<file path="config.mk">
export PLATFORM = sky130hd
export DESIGN_NAME = iic_reg_bank
export DESIGN_NICKNAME = d
export VERILOG_FILES = /design/src/rtl/iic_reg_bank.sv
export SDC_FILE = /design/constraint.sdc
export NUM_CORES = 1
export LEC_CHECK = 0
export CAP_MARGIN = 20
export CORE_MARGIN = 1
export CORE_UTILIZATION = 25
export DETAILED_ROUTE_END_ITERATION = 12
export PLACE_DENSITY_LB_ADDON = 0.25
export REMOVE_ABC_BUFFERS = 1
export SLEW_MARGIN = 20
export SYNTH_ARGS = -nofsm -noshare
export SYNTH_HDL_FRONTEND = slang
export SYNTH_SLANG_ARGS = --single-unit
</file>
<file path="constraint.sdc">
create_clock -name CLK -period 2 [get_ports CLK]
set_clock_uncertainty 0.15 [all_clocks]
set_input_delay 0.3 -clock CLK [delete_from_list [all_inputs] [get_ports CLK]]
set_output_delay 0.3 -clock CLK [all_outputs]
set_load 0.03 [all_outputs]
</file>
<file path="src/rtl/iic_reg_bank.sv">
// iic_reg_bank: a byte-wide register bank that sits behind an I2C slave.
// The first byte of a master write sets the register pointer. Later bytes
// are written to the bank. Read requests load the addressed byte into
// Data_In for transmission. A host port gives local read/write access.
// Optional feature: define IIC_REG_AUTOINC_EN to make the pointer advance
// after every data write and every read request.
// Limitation: ADDR_W must not exceed 8, because the pointer is loaded from
// one received byte.
module iic_reg_bank #(
    parameter int ADDR_W    = 4,
    parameter int PTR_RESET = 0
) (
    input  logic              CLK,
    input  logic              RSTn,
    input  logic [7:0]        Data_Out,
    input  logic              Byte_TC,
    input  logic              Read_Req,
    input  logic              P,
    output logic [7:0]        Data_In,
    input  logic [ADDR_W-1:0] Host_Addr,
    output logic [7:0]        Host_Rdata,
    input  logic              Host_We,
    input  logic [7:0]        Host_Wdata,
    output logic              Wr_Strobe,
    output logic [ADDR_W-1:0] Wr_Addr
);

    localparam int DEPTH = 1 << ADDR_W;
    localparam logic [ADDR_W-1:0] PTR_RST = PTR_RESET[ADDR_W-1:0];

`ifdef IIC_REG_AUTOINC_EN
    localparam logic [ADDR_W-1:0] PTR_STEP = ADDR_W'(1);
`else
    localparam logic [ADDR_W-1:0] PTR_STEP = '0;
`endif

    typedef enum logic {
        S_PTR  = 1'b0,
        S_DATA = 1'b1
    } state_t;

    state_t            state_q, state_d;
    logic [ADDR_W-1:0] ptr_q, ptr_d;
    logic [7:0]        din_q, din_d;
    logic              strobe_q, strobe_d;
    logic [ADDR_W-1:0] waddr_q, waddr_d;
    logic              i2c_we;
    logic [7:0]        bank_q [DEPTH];

    // Control registers: FSM state, pointer, transmit byte and the write-report pair.
    always_ff @(posedge CLK or negedge RSTn) begin
        if (!RSTn) begin
            state_q  <= S_PTR;
            ptr_q    <= PTR_RST;
            din_q    <= 8'h00;
            strobe_q <= 1'b0;
            waddr_q  <= '0;
        end else begin
            state_q  <= state_d;
            ptr_q    <= ptr_d;
            din_q    <= din_d;
            strobe_q <= strobe_d;
            waddr_q  <= waddr_d;
        end
    end

    // Next state: STOP beats byte-complete, and byte-complete beats read request.
    // Lower-priority pulses in the same cycle are dropped.
    always_comb begin
        state_d  = state_q;
        ptr_d    = ptr_q;
        din_d    = din_q;
        strobe_d = 1'b0;
        waddr_d  = waddr_q;
        i2c_we   = 1'b0;
        if (P) begin
            // The pointer and Data_In survive STOP, so a read that starts with
            // a repeated START continues from the pointer that was just written.
            state_d = S_PTR;
        end else if (Byte_TC) begin
            if (state_q == S_PTR) begin
                ptr_d   = Data_Out[ADDR_W-1:0];
                state_d = S_DATA;
            end else begin
                i2c_we   = 1'b1;
                strobe_d = 1'b1;
                waddr_d  = ptr_q;
                ptr_d    = ptr_q + PTR_STEP;
            end
        end else if (Read_Req) begin
            // Register bank reads see the value before this cycle's host write.
            din_d   = bank_q[ptr_q];
            ptr_d   = ptr_q + PTR_STEP;
            state_d = S_DATA;
        end
    end

    // Bank storage: a host write is suppressed only when I2C writes the same byte.
    always_ff @(posedge CLK or negedge RSTn) begin
        if (!RSTn) begin
            for (int i = 0; i < DEPTH; i++) begin
                bank_q[i] <= 8'h00;
            end
        end else begin
            if (Host_We && !(i2c_we && (Host_Addr == ptr_q))) begin
                bank_q[Host_Addr] <= Host_Wdata;
            end
            if (i2c_we) begin
                bank_q[ptr_q] <= Data_Out;
            end
        end
    end

    assign Host_Rdata = bank_q[Host_Addr];
    assign Data_In    = din_q;
    assign Wr_Strobe  = strobe_q;
    assign Wr_Addr    = waddr_q;

endmodule

</file>
==> impl_metrics.ini <==
[routing]
routed.top_layer = met4
avgRoutedWirePerCell_um = 25.39
post-route-drc-count = 0
num_vias = 8553
wl_met2_um = 18330
detailedRoute.firstIterationViolations = 817
dr_wl_met3_um = 2752
postRouteWirelength_um = 40710
drt.antenna.violating_nets = 0
dr.pass1.iters = 5
met1_length_um = 18840
drt-vias-per-instance = 5.336

[sta]
worstMarginPinSlew_ps = 573.0
setup_viol_count_final = 143
period_needed_ps = 2510
report.final.slew_viol_count = 0
fin_ws_ps = -510.1
maxSlewHeadroom = 0.6168
layout_worst_path_cycle_share = 1.255
fmaxAchievable_mhz = 398.4
worst_hold_slack_ps = 106.0
rsz0062_at_grt = yes
finalHoldViolations = 0

[run_status]
failing_checks = setup timing
status = complete, but fails checks

[synth]
synth_area_per_cell_sq_um = 11.05
flip_flop_cell_with_the_highest_count_after_synthesis = dfrtp_1
syn_inst = 842
synth_top_area_cell = dfrtp_1
synth_enable_flop_cells = 0
synth_seq_area_share = 0.3927
synthDistinctLibCells = 47
synth-async-reset-ratio = 1.000
synth_seq_cells = 146
post-synth-top-area-fraction = 0.3927
netlist_area_sq_um = 9304
synthTopCellsByCount = 146 x dfrtp_1, 135 x nor2_1, 118 x a21oi_1, 112 x mux2i_1, 69 x mux4_2
ys_warn_count = 0
synthTopCellsByArea = dfrtp_1 39%, mux4_2 17%, mux2i_1 12%, a21oi_1 6.3%, nor2_1 5.4%
synth.most_common_cell = dfrtp_1

[pwr]
power_w = 0.01516
leakagePower_nw = 6.421
vdd_drop_max_v = 0.0006591
pwr_density_cell_nw_per_um2 = 1083

[floorplanning]
top_level_ports = 47
row_count = 70
floorplan.core_area_sq_um = 36610
floorplan.die_area_sq_um = 37990
initial_core_util = 0.2541
floorplan.die.width_um = 194.9
die_h_um = 194.9

[final_layout]
final_layout_size_suffix_gt1_frac = 0.4467
seq_area_sq_um = 3657
area_growth_pct = 50.35
fillers = 3524
number_of_antenna_diodes = 0
multi_input_comb_area_sq_um = 5705
finish.net_count = 1148

[place]
gp_congestion = 0.8919
post-dp-hpwl_um = 28720
port_buffers = 46

[setup_path]
crit_arrival_ps = 2060
timing.reg2reg.worst_path_depth = 5
timing.critical_path.from_type = flip-flop
timing.critical_path.to_type = output pin
worstPathRequired_ps = 1550
critPathMaxFanout = 2
worstSetupPathType = reg2out

[grt]
grt_pass1_wl_um = 59550
antenna_found_initial = 0
first_global_vias = 8537
grt_usage = 0.2153
grt_start_max_net_pins = 71
globalRoute.totalOverflow = 0

[clock_network]
cts_bufs_inserted = 17
clk_latency_ps = 440
cts_sinks = 146
cts_tree = built
ctsHtreeMaxLevel = 4
clock-root-buffer = clkbuf_16
cts_max_path_buffers = 2
clk_pin_slew_ps = 70

[worst_hold_path]
timing.hold.worst.class = in2async

[job]
maxCapViolCount = 0
## state kept, by name (all words and copies together), names as in the netlist
signal / cells
Wr_Strobe: 1
Wr_Addr: 4
Data_In: 8
state_q: 1
ptr_q: 4
bank_q: 128
## report_power, final
part           internal [W]  switching, W
clock               0.00199       0.00140
combinational       0.00395       0.00296
sequential          0.00404      0.000804
## worst paths after layout
check	start	end	slack, ps
max in group asynchronous	RSTn	bank_q[20]	930
min	RSTn	ptr_q[0]	110
min reg2reg	Wr_Addr[3]	Wr_Addr[3]	320
max	bank_q[103]	Host_Rdata[7]	-510
max reg2reg	ptr_q[1]	Data_In[6]	-230
min in group CLK	Wr_Addr[3]	Wr_Addr[3]	320
## timing repair
item / in CTS / in global routing
resized for setup: 95 / 65
endpoints found under the hold margin: 146 / 0
endpoints found under the setup margin: 136 / 145
hold buffers: 1 / 0
pin swaps: 88 / 60
gates cloned: 5 / 2
buffers inserted: 17 / 7
## layout make-up
| class | instances | share of cell area |
|---|---|---|
| well taps | 468 | 0.04186 |
| flip-flops and latches | 146 | 0.2614 |
| clock inverters | 13 | 0.01145 |
| clock buffers | 19 | 0.03166 |
| repair buffers | 347 | 0.2452 |
| inverters | 2 | 0.0005367 |
| multi-input cells | 608 | 0.4079 |
## critical path, stage by stage (launching register included)
cell     delay [ps]
dfrtp_1         400
mux4_2          520
mux4_2          530
buf_6           170
## metal layers
metal,track usage,up-vias
li1,-,3732
met1,0.3165,4389
met2,0.3287,385
met3,0.03297,47
met4,0.05308,0
met5,0,-
## cell usage in the layout (no fill, tap or decap), types with 3 or more instances in the layout
cell / n
o311ai_4: 4
nor3_1: 9
a221o_1: 8
a41oi_2: 14
xnor2_4: 3
dfrtp_2: 3
nand3_1: 15
mux2_4: 8
o31ai_4: 8
clkdlybuf4s50_1: 33
dfrtp_1: 143
nand2_1: 31
mux2i_2: 5
nor2b_1: 4
mux2i_1: 105
clkbuf_16: 20
nor2_1: 134
clkinvlp_4: 5
buf_4: 221
clkinv_2: 3
nand4_1: 8
and3_1: 3
buf_8: 5
bufinv_16: 3
buf_6: 42
o311ai_2: 4
mux2_2: 3
o31ai_2: 4
a21oi_1: 109
buf_12: 36
a21oi_2: 9
mux4_2: 72
o21ai_4: 11
## cell families after synthesis
kind of cell,share of synthesized area
DFF,0.3927
xor gates and xnor gates,0.009413
buffers and inverters,0.04774
and+or+nand+nor,0.1101
muxes,0.3093
AOI/OAI and AO/OA,0.1307
## metrics by stage
| step | instance area, sq um | util | worst slack (ps) | setup TNS [ps] | std cells |
|---|---|---|---|---|---|
| finish | 13990 | 0.3821 | -510.1 | -20760 | 1603 |
| global route | 13990 | 0.3821 | -545.9 | -30830 | 1603 |
| CTS | 13580 | 0.3710 | -527.6 | -17110 | 1596 |
| detailed placement | 12320 | 0.3365 | -550.5 | -53300 | 1542 |
| global placement | 12320 | 0.3365 | -553.2 | -53850 | 1542 |
| floorplan | 8867 | - | -1243 | -151260 | 756 |
(Power assumes the default switching activity.)
